File: src/rtl/result_select_arbiter.sv
// Round-robin arbiter over four result lanes feeding a single-entry output register.
// out_tag is registered alongside out_data so the downstream mux select tracks the data.
module result_select_arbiter #(
  parameter int WIDTH = 8
) (
  input  logic             clk,
  input  logic             rst_n,
  input  logic [3:0]       in_valid,
  output logic [3:0]       in_ready,
  input  logic [WIDTH-1:0] in0,
  input  logic [WIDTH-1:0] in1,
  input  logic [WIDTH-1:0] in2,
  input  logic [WIDTH-1:0] in3,
  output logic             out_valid,
  input  logic             out_ready,
  output logic [WIDTH-1:0] out_data,
  output logic [1:0]       out_tag,
  output logic [7:0]       xfer_cnt
);

  typedef enum logic {EMPTY = 1'b0, FULL = 1'b1} state_t;

  state_t           state_reg, state_next;
  logic [1:0]       rr_ptr_reg, rr_ptr_next;
  logic [WIDTH-1:0] data_reg, data_next;
  logic [1:0]       tag_reg, tag_next;
  logic [7:0]       cnt_reg, cnt_next;

  logic [WIDTH-1:0] lane_data [4];
  logic [3:0]       rot_valid;
  logic [1:0]       grant_offs;
  logic [1:0]       grant_lane;
  logic             grant_found;
  logic             can_load;
  logic             load;

  assign lane_data[0] = in0;
  assign lane_data[1] = in1;
  assign lane_data[2] = in2;
  assign lane_data[3] = in3;

  // rot_valid[k] is the valid of the lane k steps after the priority pointer
  genvar gi;
  generate
    for (gi = 0; gi < 4; gi++) begin : g_rot
      assign rot_valid[gi] = in_valid[rr_ptr_reg + 2'(gi)];
    end
  endgenerate

  always_comb begin
    grant_found = 1'b0;
    grant_offs  = 2'd0;
    for (int k = 3; k >= 0; k--) begin
      if (rot_valid[k]) begin
        grant_found = 1'b1;
        grant_offs  = 2'(k);
      end
    end
  end

  assign grant_lane = rr_ptr_reg + grant_offs;
  assign can_load   = (state_reg == EMPTY) || out_ready;
  assign load       = can_load && grant_found;

  // rst_n gating keeps every lane stalled while reset is held
  generate
    for (gi = 0; gi < 4; gi++) begin : g_rdy
      assign in_ready[gi] = rst_n && load && (grant_lane == 2'(gi));
    end
  endgenerate

  always_comb begin
    state_next  = state_reg;
    rr_ptr_next = rr_ptr_reg;
    data_next   = data_reg;
    tag_next    = tag_reg;
    cnt_next    = cnt_reg + 8'((state_reg == FULL) && out_ready);
    if (load) begin
      state_next  = FULL;
      data_next   = lane_data[grant_lane];
      tag_next    = grant_lane;
      rr_ptr_next = grant_lane + 2'd1;
    end else if (can_load) begin
      state_next = EMPTY;
    end
  end

  always_ff @(posedge clk or negedge rst_n) begin
    if (!rst_n) begin
      state_reg  <= EMPTY;
      rr_ptr_reg <= 2'd0;
      data_reg   <= '0;
      tag_reg    <= 2'd0;
      cnt_reg    <= 8'd0;
    end else begin
      state_reg  <= state_next;
      rr_ptr_reg <= rr_ptr_next;
      data_reg   <= data_next;
      tag_reg    <= tag_next;
      cnt_reg    <= cnt_next;
    end
  end

  assign out_valid = (state_reg == FULL);
  assign out_data  = data_reg;
  assign out_tag   = tag_reg;
  assign xfer_cnt  = cnt_reg;

endmodule

File: config.mk
export PLATFORM = sky130hd
export DESIGN_NAME = result_select_arbiter
export DESIGN_NICKNAME = d
export VERILOG_FILES = /design/src/rtl/result_select_arbiter.sv
export SDC_FILE = /design/constraint.sdc
export NUM_CORES = 1
export LEC_CHECK = 0
export BUFFER_PORTS_ARGS = -buffer_cell sky130_fd_sc_hd__buf_2
export CAP_MARGIN = 25
export CORE_ASPECT_RATIO = 1.1
export CORE_MARGIN = 3
export CORE_UTILIZATION = 40
export DETAILED_ROUTE_END_ITERATION = 10
export PLACE_DENSITY = 0.76
export SYNTH_ARGS = -nofsm -noshare
export SYNTH_HDL_FRONTEND = slang
export SYNTH_SLANG_ARGS = --single-unit
File: constraint.sdc
create_clock -name clk -period 3.4 [get_ports clk]
set_input_delay 0.34 -clock clk [delete_from_list [all_inputs] [get_ports clk]]
set_output_delay 0.34 -clock clk [all_outputs]
set_load 0.005 [all_outputs]
==> metrics.txt <==
Psw=approximately 660 uW; drt via density=between 5 and 6; # IOs=a little over 60; synth warn=0; Final #Nets=236; hold_buf cts=0; Synth area leaders=dfrtp_1, o311ai_2, mux2_2, mux2i_1, nand2_1; final hold vios=21; Initial Utilization=0.422; Max IR drop VDD=0.491 mV; Max Slew Vio Count=0; sequential share of the synthesized area=0.368; # rows=22; core area=~0.0034 mm2; post-route insts no fill=roughly 240; die width=around 63 um; routed via count=1206; pin count of the biggest net entering global routing=24; worst-skew pair later-pin latency=0.30 ns; CTS buffer count=3; Syn Area/Cell=10.6 um2; failing checks=hold timing; ys flop type=dfrtp_1; Max Cap Violations=0; CTS max path bufs=2; Reg-to-Reg End=rr_ptr_reg[1]$_DFFE_PN0P_; fin crit period=~2.9 ns; # setup viols final=0; Mapped Cells=roughly 140; clock root buffer master=clkbuf_4; Total GRT Usage=0.149; PnR Total Power=1.55 mW; Synth top cells by count=dfrtp_1, nand2_1, mux2_2, nand4_1; layout cells sized above 1=0.461; first-pass GRT wire length=about 5200 um; Comb pwr share=0.628; R2R cell count=11; RD Place Congestion=0.729; diodes inserted=0; first-pass detailed-route iteration total=4; post_cts resized=0; setup_tns=0 ns; CP Data Arrival Time=between 2 and 3 ns; status=complete, but fails checks; Cell Area, Placed=about 0.0017 mm2; synth unique cells=37; H-tree Lvls=1; post-synth top area cell=dfrtp_1; I/O Buffers=61; top cell type's share of synthesized area=0.368; DRC errors left=0; cell area after layout=between 0.0015 and 0.002 mm2; CTS clk-pin slew, worst paths=approximately 0.11 ns; initial antenna violation count=0; clk sinks=21; Post-synth EDFFs=0; most frequent cell after synthesis=dfrtp_1; Critical Path Fanout Max=10; DP Cell Count=around 240; Congestion Overflow GR=0; post-synthesis async set-or-reset flop share=1.00; Leak Pwr=between 0.8 and 0.9 nW; R2R Setup Slk=approximately 1 ns; Internal=889 uW; drt wl/cell=about 13 um; CTS tree=yes; Net Sw Frac=0.427; Least-Margin Pin Slew=0.707 ns; die height=slightly below 70 um; post-synth net total=177; vias in the first global route=~1200; Routed Wire Length=between 3000 and 4000 um; P&R area growth vs syn=22.3%; PD cells=890 mW/mm2; CP startpoint kind=flip-flop; Die Footprint=approximately 0.0043 mm2; post-CTS setup buffer count=0; post-synthesis cell area=~0.0014 mm2; HPWL after detailed placement=2420 um; Critical Path Sink Type=output port; RSZ-0062 raised after global routing=no; Clock Skews=just under 0.008 ns; fmax=343 MHz; worst hold slack=-0.0115 ns; Reg2Reg Launch Point=rr_ptr_reg[1]$_DFFE_PN0P_; antenna-violating nets left=0; crit path kind=flip-flop to output port; Slew HR=0.528; Synth Register Bits=21; Clk network pwr share=0.076; Final period util=0.857; Reg power frac=0.296; Worst Hold Class=input port to asynchronous set/reset pin; Worst EP required=about 3 ns; initial DRC count=54
==> worst max-delay path, cell delays in order, from the launching register on <==
cell      delay [ns]
dfrtp_1         0.53
nand2_1         0.09
a21oi_1         0.14
nor2_1          0.05
a211oi_1        0.20
a21oi_1         0.06
ha_1            0.22
xnor2_1         0.23
a21o_1          0.27
and2_4          0.30
nor2_1          0.06
buf_2           0.12
==> worst max-delay path by stage <==
stage | startpoint | to | slack [ns]
after CTS | rr_ptr_reg[1]$_DFFE_PN0P_ | in_ready[1] | 0.46
final | rr_ptr_reg[1]$_DFFE_PN0P_ | in_ready[1] | 0.49
after detailed placement | rr_ptr_reg[1]$_DFFE_PN0P_ | in_ready[1] | 0.81
after global routing | rr_ptr_reg[1]$_DFFE_PN0P_ | in_ready[0] | 0.19
after global placement | in_valid[3] | in_ready[1] | 0.84
after floorplan | rr_ptr_reg[1]$_DFFE_PN0P_ | out_data[3]$_DFFE_PN0P_ | 1.03
==> per-stage QoR <==
step / hold WS [ns] / setup WS [ns] / utilization
3_3_place_gp: 0.329 / 0.842 / 0.508
3_5_place_dp: 0.333 / 0.810 / 0.508
5_1_grt: 0.00271 / 0.187 / 0.516
4_1_cts: 0.00219 / 0.463 / 0.516
2_1_floorplan: 0.0444 / 1.03 / -
6_report: -0.0115 / 0.487 / 0.516
==> power groups by stage <==
stage                     clock network [mW]  logic (mW)  registers, mW
final                                  0.118       0.976          0.460
after global routing                   0.134        1.09          0.482
after detailed placement                   0       0.987          0.465
after floorplan                            0       0.794          0.451
after CTS                              0.120       0.991          0.459
after global placement                     0       0.978          0.460
==> metal layers <==
layer	vias up	global-route usage	wire (um)
li1	616	-	-
met1	548	0.198	1340
met2	38	0.246	1460
met3	4	0.0308	197
met4	0	0.0468	38
met5	-	0	0
==> area by class of cell <==
cell class	instances	area, um2
Inverter	2	7.51
Sequential cell	21	526
Clock buffer	4	26.3
Fill cell	343	1640
Tap cell	48	60.1
Timing Repair Buffer	63	320
Multi-Input combinational cell	103	806
==> cell usage in the layout, fill, tap and decap left out, drive strengths merged, types with 4 or more instances in the layout <==
master and count:
o311ai 8, nand4 9, mux2 9, buf 63
mux2i 8, dfrtp 21, nand2 18, xnor2 6
a21oi 6, nand3 4, nor2 8, clkbuf 4
==> logic make-up (layout without fill, tap and decap cells) <==
family          after synthesis  count (layout)  synth area share
compound gates               22              22             0.167
xor+xnor                      9               9            0.0552
fa+ha+maj                     3               3            0.0263
buf+inv                      11              69            0.0675
flops                        21              21             0.368
mux                          17              17             0.127
simple gates                 52              52             0.188
No activity file was read; power rests on OpenSTA's default activity.
